$ cat src/rtl/uart_tx_engine.sv
// -----------------------------------------------------------------------------
// uart_tx_engine
//
// Purpose:
//   UART transmit engine sitting behind the UART register block. Accepts
//   single-cycle byte writes, buffers them, and serialises each byte onto txd
//   as an 8-bit frame with optional even/odd parity and one or two stop bits,
//   LSB first. Reports busy / buffer / overflow status for the TX status word.
//
// Configuration macro:
//   UART_TX_FIFO_EN  defined   -> circular FIFO of FIFO_DEPTH bytes
//                    undefined -> single holding register (FIFO_DEPTH ignored)
//
// Parameters:
//   FIFO_DEPTH    TX FIFO entries; power of two, >= 2, <= 255
//
// Ports:
//   clk           system clock
//   rst           synchronous reset, active-high
//   divider       clk cycles per bit; 0 stalls the transmitter
//   tx_en         1 = frames may start; 0 = finish current frame, then hold
//   parity_en     1 = append parity bit
//   parity_odd    1 = odd parity, 0 = even
//   stop2         1 = two stop bits, 0 = one
//   txdata        byte to send
//   txdata_valid  single-cycle write strobe for txdata
//   status_clr    pulse clearing the sticky overflow flag
//   txd           serial output, idle high
//   tx_busy       1 while a frame is on the line
//   fifo_level    bytes queued, excluding the frame in flight
//   txstatus      {16'h0, fifo_level, 4'h0, overflow, full, empty, tx_busy}
// -----------------------------------------------------------------------------
module uart_tx_engine #(
  parameter int FIFO_DEPTH = 16
) (
  input  logic        clk,
  input  logic        rst,
  input  logic [31:0] divider,
  input  logic        tx_en,
  input  logic        parity_en,
  input  logic        parity_odd,
  input  logic        stop2,
  input  logic [7:0]  txdata,
  input  logic        txdata_valid,
  input  logic        status_clr,
  output logic        txd,
  output logic        tx_busy,
  output logic [7:0]  fifo_level,
  output logic [31:0] txstatus
);

  typedef enum logic [2:0] {
    IDLE,
    START,
    DATA,
    PARITY,
    STOP
  } state_t;

  // Frame settings captured when a frame starts; the live inputs may change
  // freely while the frame is on the line.
  typedef struct packed {
    logic [31:0] div;
    logic        parity_en;
    logic        parity_odd;
    logic        stop2;
  } frame_cfg_t;

  // ---------------------------------------------------------------------------
  // Buffer bookkeeping shared by both buffer styles
  // ---------------------------------------------------------------------------
  logic [7:0] r_level;
  logic       r_overflow;
  logic       w_full;
  logic       w_empty;
  logic       w_push;
  logic       w_pop;
  logic [7:0] w_head;

  assign w_empty = (r_level == 8'd0);

  // Fullness is judged on the registered level only, so a pop in the same
  // cycle never makes room for the incoming byte.
  assign w_push = txdata_valid && !w_full;

  always_ff @(posedge clk) begin
    if (rst) begin
      r_level    <= 8'd0;
      r_overflow <= 1'b0;
    end else begin
      case ({w_push, w_pop})
        2'b10:   r_level <= r_level + 8'd1;
        2'b01:   r_level <= r_level - 8'd1;
        default: r_level <= r_level;
      endcase
      // A fresh overflow outranks a simultaneous clear.
      if (txdata_valid && w_full) begin
        r_overflow <= 1'b1;
      end else if (status_clr) begin
        r_overflow <= 1'b0;
      end
    end
  end

`ifdef UART_TX_FIFO_EN
  localparam int PTR_W = $clog2(FIFO_DEPTH);

  logic [7:0]       r_mem [FIFO_DEPTH];
  logic [PTR_W-1:0] r_wr_ptr;
  logic [PTR_W-1:0] r_rd_ptr;

  assign w_full = (r_level == 8'(FIFO_DEPTH));
  assign w_head = r_mem[r_rd_ptr];

  // Pointers are exactly log2(depth) bits, so they wrap modulo depth.
  always_ff @(posedge clk) begin
    if (rst) begin
      r_wr_ptr <= '0;
      r_rd_ptr <= '0;
    end else begin
      if (w_push) begin
        r_wr_ptr <= r_wr_ptr + 1'b1;
      end
      if (w_pop) begin
        r_rd_ptr <= r_rd_ptr + 1'b1;
      end
    end
  end

  // NOTE: storage is deliberately left unreset; the level and pointers alone
  // define which entries are valid, and skipping reset keeps this a plain RAM.
  always_ff @(posedge clk) begin
    if (w_push) begin
      r_mem[r_wr_ptr] <= txdata;
    end
  end
`else
  // One-entry holding register; FIFO_DEPTH plays no part in its sizing.
  localparam int HOLD_DEPTH = (FIFO_DEPTH > 0) ? 1 : 1;

  logic [7:0] r_hold;

  assign w_full = (r_level == 8'(HOLD_DEPTH));
  assign w_head = r_hold;

  always_ff @(posedge clk) begin
    if (w_push) begin
      r_hold <= txdata;
    end
  end
`endif

  // ---------------------------------------------------------------------------
  // Transmit FSM
  // ---------------------------------------------------------------------------
  state_t      r_state;
  frame_cfg_t  r_cfg;
  logic [31:0] r_timer;
  logic [2:0]  r_bit_idx;
  logic [7:0]  r_byte;
  logic        r_stop_second;
  logic        r_txd;
  logic        r_busy;

  logic w_start_ok;
  logic w_bit_done;
  logic w_last_stop;
  logic w_parity;

  assign w_start_ok  = !w_empty && tx_en && (divider != 32'd0);
  assign w_bit_done  = (r_timer == 32'd0);
  assign w_last_stop = !r_cfg.stop2 || r_stop_second;
  assign w_parity    = r_cfg.parity_odd ? ~^r_byte : ^r_byte;

  // A frame starts from IDLE, or straight out of the final stop bit so that
  // queued bytes go out with no idle gap between frames.
  assign w_pop = w_start_ok &&
                 ((r_state == IDLE) ||
                  (r_state == STOP && w_bit_done && w_last_stop));

  // NOTE: every state register below uses non-blocking assignment so all of
  // them update together from the same pre-edge values.
  always_ff @(posedge clk) begin
    if (rst) begin
      r_state       <= IDLE;
      r_cfg         <= '0;
      r_timer       <= 32'd0;
      r_bit_idx     <= 3'd0;
      r_byte        <= 8'd0;
      r_stop_second <= 1'b0;
      r_txd         <= 1'b1;
      r_busy        <= 1'b0;
    end else if (w_pop) begin
      r_state       <= START;
      r_cfg         <= '{div:        divider,
                         parity_en:  parity_en,
                         parity_odd: parity_odd,
                         stop2:      stop2};
      r_timer       <= divider - 32'd1;
      r_bit_idx     <= 3'd0;
      r_byte        <= w_head;
      r_stop_second <= 1'b0;
      r_txd         <= 1'b0;
      r_busy        <= 1'b1;
    end else if (r_state != IDLE) begin
      if (!w_bit_done) begin
        r_timer <= r_timer - 32'd1;
      end else begin
        // Every bit, whatever its kind, lasts exactly the latched divider.
        r_timer <= r_cfg.div - 32'd1;
        case (r_state)
          START: begin
            r_state   <= DATA;
            r_bit_idx <= 3'd0;
            r_txd     <= r_byte[0];
          end
          DATA: begin
            if (r_bit_idx == 3'd7) begin
              if (r_cfg.parity_en) begin
                r_state <= PARITY;
                r_txd   <= w_parity;
              end else begin
                r_state <= STOP;
                r_txd   <= 1'b1;
              end
            end else begin
              r_bit_idx <= r_bit_idx + 3'd1;
              r_txd     <= r_byte[r_bit_idx + 3'd1];
            end
          end
          PARITY: begin
            r_state <= STOP;
            r_txd   <= 1'b1;
          end
          STOP: begin
            if (!w_last_stop) begin
              r_stop_second <= 1'b1;
            end else begin
              r_state <= IDLE;
              r_busy  <= 1'b0;
            end
            r_txd <= 1'b1;
          end
          default: begin
            r_state <= IDLE;
            r_busy  <= 1'b0;
            r_txd   <= 1'b1;
          end
        endcase
      end
    end
  end

  // ---------------------------------------------------------------------------
  // Outputs
  // ---------------------------------------------------------------------------
  assign txd        = r_txd;
  assign tx_busy    = r_busy;
  assign fifo_level = r_level;
  assign txstatus   = {16'h0, r_level, 4'h0, r_overflow, w_full, w_empty, r_busy};

endmodule
$ cat config.mk
export PLATFORM = sky130hd
export DESIGN_NAME = uart_tx_engine
export DESIGN_NICKNAME = d
export VERILOG_FILES = /design/src/rtl/uart_tx_engine.sv
export SDC_FILE = /design/constraint.sdc
export NUM_CORES = 1
export LEC_CHECK = 0
export CAP_MARGIN = 20
export CORE_ASPECT_RATIO = 1.4
export CORE_UTILIZATION = 55
export DETAILED_ROUTE_END_ITERATION = 8
export PLACE_DENSITY = 0.8
export SETUP_SLACK_MARGIN = 0.05
export SYNTH_ARGS = -nofsm -noshare
export SYNTH_HDL_FRONTEND = slang
export SYNTH_SLANG_ARGS = --single-unit
$ cat constraint.sdc
create_clock -name clk -period 12.71 [get_ports clk]
set_clock_uncertainty 0.05 [all_clocks]
set_input_delay 2.542 -clock clk [delete_from_list [all_inputs] [get_ports clk]]
set_output_delay 2.542 -clock clk [all_outputs]
set_load 0.01 [all_outputs]
After elaboration in Yosys (flattened, before gate mapping)
Cells that the tools add are included.
Storage, ports and cells
  bits in latches: 0
  output and inout port bits: 42
  bits of input ports: 48
  ROM bits: 0
  RAM bits: 0
  bits in registers: 101
  word-level logic and storage cells: 98
  memories: 0
Cells by class
  add/sub/neg operators: 6
  multiply operators: 0
  bitwise gates (word level): 1
  reductions and logical operators: 32
  equal/unequal tests: 14
  shifts and indexed selects: 0
  mux-type cells: 29
  order comparisons: 1
  divide/modulo/power cells: 0
Operators with widths (number)
  $mux 32: 3
  $sub 32x1->32 const B: 3
  $logic_not 32->1: 1
  $reduce_bool 32->1: 1
  $reduce_and 4->1: 5
  $mux 1: 16
  $pmux 8 s2: 1
  $mux 3: 4
  $pmux 3 s4: 1
  $reduce_bool 2->1: 5
  $add 8x1->8 const B: 1
  $eq 8x1->1 const B: 1
  $logic_not 8->1: 1
  $reduce_xnor 8->1: 1
  $reduce_xor 8->1: 1
  $sub 8x1->8 const B: 1
  $logic_and 1x1->1: 7
  $eq 3x2->1 const B: 2
  $eq 3x3->1 const B: 2
  $ne 2x2->1 const B: 3
  $ne 3x3->1 const B: 2
  $pmux 3 s2: 1
  $lt 3x4->1 const B: 1
  $pmux 1 s2: 2
  14 further kinds: 17

Depth between registers and ports, before layout
Gate-level depths: netlist of run 1.
  depth in word-level cells: 8
  gate-level depth with buffers: 23
  gate-level depth less buffers: 17

Worst setup path after synthesis of run 1
Ideal clock, no wire load.
  path kind: in2reg
  start: input divider[23]
  end: register r_timer[26]
  stages: 21
  path buffers: 6
  data required time: 12574 ps
  data arrival time: 6276 ps
  setup slack: 6298 ps
  cells stage by stage: or4_1 > nor4_1 > nand4bb_1 > buf_2 > nand3_4 > inv_2 > buf_6 > buf_6 > buf_6 > buf_2 > a211o_1 > o21ai_0 > ha_1 > clkbuf_1 > nand3b_1 > nor2_1 > o311ai_0 > o41a_1 > a211oi_2 > xor2_1 > a211oi_1
On the way
  word-level cells in the longest chain between the ends: 4
  elaborated cells between the ends (all ways): 6
  classes of those cells: add/sub: 1; mux: 1; reduce/logical: 4
Ends and longest elaborated chain
  from (decl): line 38  | input logic [31:0] divider,
  branches (longest 4 deep; another with $sub 32x1->32)
  to (signal assigned): line 199  | r_timer <= divider - 32'd1;
  to (signal assigned): line 207  | r_timer <= r_timer - 32'd1;
  to (signal assigned): line 210  | r_timer <= r_cfg.div - 32'd1;
  to (decl): line 158  | logic [31:0] r_timer;
Parallel ways; which one is timed is not known.
A chain may end at the register's enable or synchronous reset.

Final worst setup path of run 1
Ends and elaborated chain as after synthesis.

==> flow_metrics.env, run 1 <==
export IMPL_pwr_share_comb=0.560
export IMPL_cts_clk_slew_worst_paths_ps=70
export IMPL_top_usage_layer="met2"
export IMPL_avgSynthCellArea_um2=8.01
export IMPL_cp_required_ps=12850
export IMPL_ios=90
export IMPL_die_h_um=128
export IMPL_drive_gt1_frac=0.0640
export IMPL_yosysUniqueCellTypes=75
export IMPL_status="completed"
export IMPL_power_net_switching_w=0.000817
export IMPL_drt_pass1_iterations=6
export IMPL_grt_ovfl_total=0
export IMPL_power_leakage_nw=2.64
export IMPL_synth_seq_cells=101
export IMPL_antenna_found_initial=0
export IMPL_maxSlewHeadroom=0.298
export IMPL_fin_hold_ws_ps=414
export IMPL_syn_area_um2=6280
export IMPL_worstHoldPathType="reg -> reg"
export IMPL_crit_type="in -> reg"
export IMPL_ys_async_sr_fraction=0
export IMPL_drv_cap=0
export IMPL_cp_end_kind="flop"
export IMPL_grt_pass1_vias=5691
export IMPL_cts_resized=0
export IMPL_cts_root_buf="clkbuf_16"
export IMPL_tns_ps=0
export IMPL_ys_seq_area_frac=0.335
export IMPL_clk_latency_ps=350
export IMPL_met1_usage=0.332
export IMPL_cts_tree="yes"
export IMPL_rsz0062_at_grt="false"
export IMPL_ant_nets=0
export IMPL_fp_dieW_um=92.3
export IMPL_final_cell_mix="nand2_1, dfxtp_1, nor2_1"
export IMPL_avgViaCountPerCell=6.27
export IMPL_detailed_place_hpwl_mm=10.8
export IMPL_gp_congestion=0.883
export IMPL_drc=0
export IMPL_fmax_mhz=130
export IMPL_r2r_start="r_timer[3]"
export IMPL_yosys_warnings=0
export IMPL_hold_path_end="r_cfg[32]"
export IMPL_cts_hold_buf=0
export IMPL_n_antenna_cell=0
export IMPL_final_common_cell="nand2_1"
export IMPL_grt_use_total=0.274
export IMPL_final_min_clock_period_ps=7680
export IMPL_rows=45
export IMPL_start_util=0.572
export IMPL_r2r_slack_ps=7210
export IMPL_p_int_w=0.000989
export IMPL_grt_use_met3=0.0526
export IMPL_setup_viol=0
export IMPL_cp_max_fo=54
export IMPL_cts_inserted_buffers=9
export IMPL_seqPwrFrac=0.284
export IMPL_grt_use_met2=0.464
export IMPL_io_buffer_count=69
export IMPL_synth_ff_type="dfxtp_1"
export IMPL_worst_slew_pin_slew_ps=1050
export IMPL_synth_cells=784
export IMPL_dieArea_um2=11900
export IMPL_vias=5982
export IMPL_fin_crit_sh=0.605
export IMPL_core_um2=11000
export IMPL_hold_violations=0
export IMPL_cts_htree_levels=3
export IMPL_grt_max_degree=94
export IMPL_reg2regPathDepth=17
export IMPL_wl_mm=15.9
export IMPL_area_delta_synth_final_pct=12.9
export IMPL_final_nets=863
export IMPL_drv_slew=0
export IMPL_avgRoutedWirePerCell_um=16.7
export IMPL_grt_pass1_wl_mm=26.6
export IMPL_peakVddDrop_uv=176
export IMPL_hold_depth=2
export IMPL_arrival_ps=7820
export IMPL_synth_edf_count=8
export IMPL_drt_initial_drc_count=482
export IMPL_postCtsSetupRepairBufs=0
export IMPL_clkSinkCount=101
export IMPL_switching_share=0.452
export IMPL_startpoint_type="input port"
export IMPL_cts_buffer_depth=2
export IMPL_clkPwrFrac=0.156
export IMPL_r2r_end="r_timer[26]"
export IMPL_min_from="r_cfg[32]"
export IMPL_power_density_nw_per_um2=255
-- synth_stat cells, types with 11 or more instances --
library cell  number  share of area
xnor2_1           23          0.032
nor4_1            16          0.016
o21ai_0           30          0.024
nor3_1            40          0.032
a21o_1            11          0.013
buf_4             34          0.041
a21oi_1           62          0.049
clkbuf_1          33          0.020
xor2_1            14          0.020
nand4_1           13          0.013
nor2_1            80          0.048
a211oi_1          27          0.032
dfxtp_1           93           0.30
nand2_1          104          0.062
mux2i_1           16          0.025
or3_1             11          0.011
a211o_1           16          0.022
-- critical path: stages --
cell	delay, ps
clkdlybuf4s50_1	510
or4_1	620
nor4_1	430
nand4bb_1	470
nand3_4	200
inv_2	260
buf_4	420
a211o_1	330
o21ai_0	100
ha_1	370
nor2b_1	180
nand4_1	150
nor3_1	330
nand4_1	180
o41a_1	190
a211oi_2	200
xor2_1	190
a211oi_1	90
-- state kept, by name (all words and copies together) (netlist names) --
name           flops
r_cfg             35
r_timer           32
fifo_level         8
r_byte             8
r_hold             8
r_bit_idx          3
r_state            3
r_overflow         1
r_stop_second      1
tx_busy            1
txd                1
-- layer usage --
layer	wire length, um	share of wire
met2	7920	0.50
met5	0	0
met3	969	0.061
met1	6450	0.41
met4	564	0.035
-- how the worst max path moves through the flow --
stage / slack [ps] / to / cells after the start / from
final: 5030 / r_timer[26] / 18 / divider[23]
after CTS: 5070 / r_timer[26] / 18 / divider[23]
after global routing: 4730 / r_timer[28] / 17 / divider[23]
after detailed placement: 4780 / r_timer[28] / 17 / divider[23]
after global placement: 4970 / r_timer[26] / 17 / divider[23]
after floorplan: 6300 / r_timer[26] / 21 / divider[23]
-- power by group through the flow --
| stage | registers [W] | clock network (W) | logic, W |
|---|---|---|---|
| after CTS | 0.000510 | 0.000282 | 0.000987 |
| final | 0.000513 | 0.000281 | 0.00101 |
| after floorplan | 0.000492 | 0 | 0.000816 |
| after global placement | 0.000510 | 0 | 0.000953 |
| after global routing | 0.000525 | 0.000298 | 0.00111 |
| after detailed placement | 0.000515 | 0 | 0.000983 |
-- cell families after synthesis --
| kind of cell | synth area share |
|---|---|
| AND/OR/NAND/NOR | 0.246 |
| multiplexers | 0.0486 |
| buffers and inverters | 0.0829 |
| adder cells (fa/ha/maj) | 0.0139 |
| XOR/XNOR | 0.0516 |
| AO/OA/AOI/OAI | 0.222 |
| flip-flops | 0.335 |
| other | 0.000597 |
-- stage by stage --
step           area, um2  std cells  utilization  total power [W]  worst slack [ps]
3_3_place_gp        6770        937        0.616          0.00146              4970
3_5_place_dp        6770        937        0.616          0.00150              4780
6_report            7090        954        0.646          0.00181              5030
4_1_cts             7070        953        0.644          0.00178              5070
5_1_grt             7090        954        0.646          0.00194              4730
2_1_floorplan       6350        803            -          0.00131              6300
-- final cells by class --
type                            instances  area (um2)
Clock buffer                           10         229
Clock inverter                          6        71.3
Fill cell                             931        3880
Inverter                                9        33.8
Multi-Input combinational cell        612        3730
Sequential cell                       101        2100
Tap cell                              141         176
Timing Repair Buffer                   75         751
(Power assumes the default switching activity.)
==> run 2, diff against run 1 <==
Clock period 12.71 ns to 7.56 ns, I/O delays scaled along.
==> run 2 against run 1 <==
  * Sequential share of layout area rose by 0.063 points
  * Clock-buffer cell count did not move
  * Core utilization fell by 0.14 points
  * First-iteration DRC count fell by 24%
  * Critical path depth fell by 1
  * Register-to-register slack got worse by 4800 ps
  * Combinational power rose by 66%
  * Critical endpoint unchanged
  * Largest power group unchanged
==> flow_metrics.env, run 2 (synthesis results as in run 1) <==
export IMPL_status="completed"
export IMPL_cp_slowest_stage_delay_ps=610
export IMPL_antenna_found_initial=0
export IMPL_r2r_slack_ps=2440
export IMPL_final_common_cell="nand2_1"
export IMPL_cp_max_fo=19
export IMPL_avgViaCountPerCell=6.18
export IMPL_postCtsSetupRepairBufs=0
export IMPL_rows=45
export IMPL_fp_dieW_um=92.3
export IMPL_cp_end_kind="flop"
export IMPL_utilization=0.645
export IMPL_worstPathCellList="clkdlybuf4s50_1, or4_1, nor4_1, nand4bb_1, nand3_4, inv_2, a211o_1, o21ai_0, ha_1, nor2b_1, nand4_1, nor3_1, nand4_1, o41a_1, a211oi_2, xor2_1, a211oi_1"
export IMPL_cts_inserted_buffers=9
export IMPL_grt_pass1_vias=5572
export IMPL_r2r_start="r_timer[23]"
export IMPL_top_usage_layer="met2"
export IMPL_hold_violations=0
export IMPL_startpoint_type="input port"
export IMPL_maxSlewHeadroom=0.307
export IMPL_cts_root_buf="clkbuf_16"
export IMPL_final_nets=863
export IMPL_n_antenna_cell=0
export IMPL_crit_type="in -> reg"
export IMPL_hold_path_end="r_cfg[32]"
export IMPL_start_util=0.572
export IMPL_n_fill_cell=947
export IMPL_tns_ps=0
export IMPL_ant_nets=0
export IMPL_area_delta_synth_final_pct=12.7
export IMPL_die_h_um=128
export IMPL_cts_htree_levels=3
export IMPL_largest_reg_flops=35
export IMPL_drv_cap=0
export IMPL_core_um2=11000
export IMPL_drt_pass1_iterations=5
export IMPL_final_cell_mix="nand2_1, dfxtp_1, nor2_1"
export IMPL_cts_resized=0
export IMPL_vias=5892
export IMPL_clk_latency_ps=350
export IMPL_cp_required_ps=7700
export IMPL_regArea_um2=2100
export IMPL_rsz0062_at_grt="false"
export IMPL_hold_depth=2
export IMPL_detailed_place_hpwl_mm=10.6
export IMPL_grt_max_degree=94
export IMPL_min_from="r_cfg[32]"
export IMPL_reg2regPathDepth=12
export IMPL_cts_hold_buf=0
export IMPL_peakVddDrop_uv=235
export IMPL_gp_congestion=0.909
export IMPL_drive_gt1_frac=0.0640
export IMPL_setup_viol=0
export IMPL_fin_crit_sh=0.793
export IMPL_drv_slew=0
export IMPL_ios=90
export IMPL_drt_initial_drc_count=368
export IMPL_dieArea_um2=11900
export IMPL_cts_tree="yes"
export IMPL_r2r_end="fifo_level[7]"
export IMPL_fmax_mhz=167
export IMPL_crit_start="divider[23]"
export IMPL_io_buffer_count=69
export IMPL_largest_register="r_cfg"
export IMPL_avgRoutedWirePerCell_um=16.6
export IMPL_crit_slowest_cell="or4_1"
export IMPL_final_min_clock_period_ps=6000
export IMPL_arrival_ps=6140
export IMPL_wl_mm=15.9
export IMPL_worstHoldPathType="reg -> reg"
export IMPL_drc=0
export IMPL_grt_ovfl_total=0
export IMPL_clkSinkCount=101
export IMPL_grt_use_total=0.274
export IMPL_met1_usage=0.322
export IMPL_power_leakage_nw=2.64
export IMPL_worst_slew_pin_slew_ps=1040
export IMPL_grt_use_met3=0.0491
export IMPL_multi_input_area_um2=3730
export IMPL_worst_path_buf_inv=2
export IMPL_cp_top_family="simple AND/OR/NAND/NOR gates"
export IMPL_grt_pass1_wl_mm=26.3
export IMPL_cts_clk_slew_worst_paths_ps=70
export IMPL_crit_top_cell="nand4_1"
export IMPL_power_density_nw_per_um2=427
export IMPL_cts_buffer_depth=2
export IMPL_reg_top3="r_cfg (35), r_timer (32)"
export IMPL_grt_use_met2=0.481
## run 2: cell count changes in the layout (fill, tap and decap cells not counted), sizes merged
cell | previous run | this run
inv | 10 | 12
clkinvlp | 2 | 0
## run 2: final cells by class
cell class / count / share of cell area
clock inverter: 6 / 0.0108
timing repair buffer: 75 / 0.103
sequential: 101 / 0.297
clock buffer: 10 / 0.0323
tap: 141 / 0.0249
multi-input combinational: 612 / 0.527
inverter: 9 / 0.00477
## run 2: worst reg2reg max path: cells and delay by family (launching register included)
family	cells	cell delay, ps
buf+inv	2	840
fa+ha+maj	1	410
compound gates	3	880
simple gates	6	2510
flops	1	360
## run 2: power breakdown
part / switching, W / total [W] / internal (W)
clock: 0.000221 / 0.000484 / 0.000263
combinational: 0.000989 / 0.00168 / 0.000690
sequential: 0.000162 / 0.000861 / 0.000699
## run 2: worst max path at each step
| stage | to | slack (ps) | depth (start not counted) |
|---|---|---|---|
| after global routing | r_timer[26] | 1170 | 17 |
| after global placement | r_timer[28] | 1360 | 16 |
| final | r_timer[26] | 1560 | 17 |
| after CTS | r_timer[28] | 1610 | 16 |
| after floorplan | r_timer[26] | 2180 | 21 |
| after detailed placement | r_timer[28] | 1260 | 16 |
## run 2: metal layers
layer / wire (um) / part of all wire / up-vias
li1: - / - / 2830
met1: 6390 / 0.40 / 2754
met2: 8010 / 0.50 / 264
met3: 991 / 0.062 / 44
met4: 499 / 0.031 / 0
met5: 0 / 0 / -
## run 2: stage by stage
step	cell area [um2]	cells	total power, W	hold slack (ps)	setup WS [ps]
floorplan	6350	803	0.00220	382	2180
global placement	6770	938	0.00247	394	1360
detailed placement	6770	938	0.00251	402	1260
CTS	7080	954	0.00301	413	1610
global route	7080	954	0.00324	438	1170
finish	7080	954	0.00302	411	1560
==> run 3, diff against run 2 <==
Clock period 7.56 ns to 5.81 ns, I/O delays scaled along.
==> run 3 against run 2 <==
  * Critical path depth decreased by 1
  * Clock power increased by 27%
  * Global-route usage decreased by 0.26 points
  * Power increased by 30%
  * Sequential power increased by 30%
  * Core utilization increased by 0.42 points
  * Worst setup slack got worse by 1000 ps
  * Flip-flop and latch count unchanged
  * Worst hold slack got worse by 11 ps
  * Final cell count increased by 0.73%
==> flow_metrics.env, run 3 (synthesis results as in run 1) <==
export IMPL_avgRoutedWirePerCell_um=16.5
export IMPL_arrival_ps=5410
export IMPL_drv_cap=0
export IMPL_grt_use_total=0.271
export IMPL_tns_ps=0
export IMPL_stdcell_area_um2=7130
export IMPL_worstHoldPathType="reg -> reg"
export IMPL_ant_nets=0
export IMPL_dp_cells=945
export IMPL_peakVddDrop_uv=455
export IMPL_setup_viol=0
export IMPL_n_antenna_cell=0
export IMPL_regArea_um2=2100
export IMPL_drc=0
export IMPL_final_common_cell="nand2_1"
export IMPL_hold_violations=0
export IMPL_dpl_cell_area_um2=6830
export IMPL_crit_type="in -> reg"
export IMPL_cts_resized=0
export IMPL_power_leakage_nw=2.67
export IMPL_rows=45
export IMPL_postCtsSetupRepairBufs=0
export IMPL_worst_slew_pin_slew_ps=914
export IMPL_fp_dieW_um=92.3
export IMPL_rsz0062_at_grt="false"
export IMPL_multi_input_area_um2=3730
export IMPL_cts_tree="yes"
export IMPL_vias=6024
export IMPL_dieArea_um2=11900
export IMPL_cp_required_ps=5960
export IMPL_ios=90
export IMPL_final_min_clock_period_ps=5260
export IMPL_antenna_found_initial=0
export IMPL_cp_max_fo=18
export IMPL_startpoint_type="input port"
export IMPL_clkSinkCount=101
export IMPL_drive_gt1_frac=0.0732
export IMPL_maxSlewHeadroom=0.391
export IMPL_cts_hold_buf=0
export IMPL_final_cell_mix="nand2_1, dfxtp_1, nor2_1"
export IMPL_hold_depth=2
export IMPL_largest_register="r_cfg"
export IMPL_io_buffer_count=69
export IMPL_reg2regPathDepth=14
export IMPL_drv_slew=0
export IMPL_area_delta_synth_final_pct=13.4
export IMPL_grt_max_degree=76
export IMPL_grt_pass1_vias=5706
export IMPL_largest_reg_flops=35
export IMPL_start_util=0.572
export IMPL_grt_pass1_wl_mm=26.3
export IMPL_gp_congestion=0.885
export IMPL_cts_inserted_buffers=9
export IMPL_die_h_um=128
export IMPL_cts_root_buf="clkbuf_16"
export IMPL_core_um2=11000
export IMPL_fmax_mhz=190
export IMPL_dp_slack_ps=281
export IMPL_fin_crit_sh=0.906
export IMPL_power_density_nw_per_um2=554
export IMPL_layoutNonFillerInstCount=961
export IMPL_drt_pass1_iterations=5
export IMPL_avgViaCountPerCell=6.27
export IMPL_clk_latency_ps=350
export IMPL_status="completed"
export IMPL_cts_clk_slew_worst_paths_ps=70
export IMPL_cts_buffer_depth=2
export IMPL_n_fill_cell=956
export IMPL_final_nets=870
export IMPL_cts_htree_levels=3
export IMPL_worst_slack_ps=549
export IMPL_reg_top3="r_cfg (35), r_timer (32)"
export IMPL_grt_ovfl_total=0
export IMPL_detailed_place_hpwl_mm=10.7
export IMPL_cp_end_kind="flop"
export IMPL_wl_mm=15.8
export IMPL_drt_initial_drc_count=539
## run 3: final cells by class
type | count | share of cell area
multi-input combinational | 612 | 0.524
sequential | 101 | 0.295
timing repair buffer | 82 | 0.110
clock buffer | 9 | 0.0316
tap | 141 | 0.0248
clock inverter | 7 | 0.0104
inverter | 9 | 0.00474
## run 3: report_power, final
part	internal, W	leakage [nW]	switching [W]	total (W)
combinational	0.000911	1.68	0.00130	0.00221
clock	0.000337	0.146	0.000278	0.000615
sequential	0.000909	0.839	0.000208	0.00112
## run 3: path summary, 6_finish.rpt
path / startpoint / to / slack (ps)
min reg2reg: r_cfg[32] / r_cfg[32] / 400
min: r_cfg[32] / r_cfg[32] / 400
max reg2reg: r_timer[23] / r_timer[28] / 790
max: divider[23] / r_timer[28] / 550
## run 3: through the flow
| step | hold slack, ps | util | power, W |
|---|---|---|---|
| 6_report | 400 | 0.649 | 0.00395 |
| 5_1_grt | 435 | 0.649 | 0.00422 |
| 4_1_cts | 405 | 0.649 | 0.00393 |
| 3_5_place_dp | 394 | 0.622 | 0.00330 |
| 3_3_place_gp | 392 | 0.622 | 0.00323 |
| 2_1_floorplan | 382 | - | 0.00286 |
## run 3: critical path, stage by stage
cell and delay (ps):
clkdlybuf4s50_1 510, or4_1 620, nor4_1 440, nand4bb_1 270, nand3_4 120, inv_2 140, a211o_1 290, o21ai_0 120
ha_1 270, nand3b_1 110, nor2_1 170, o211ai_1 180, nor4_1 520, o221ai_2 170, xnor2_1 210, a211oi_2 90
## run 3: per-layer routing
metal  vias up  track usage  wire length, um  part of all wire
met5         -            0                0                 0
met4         0        0.136              433             0.027
met3        38       0.0349              898             0.057
met1      2882        0.320             6470              0.41
li1       2847            -                -                 -
met2       257        0.481             8030              0.51
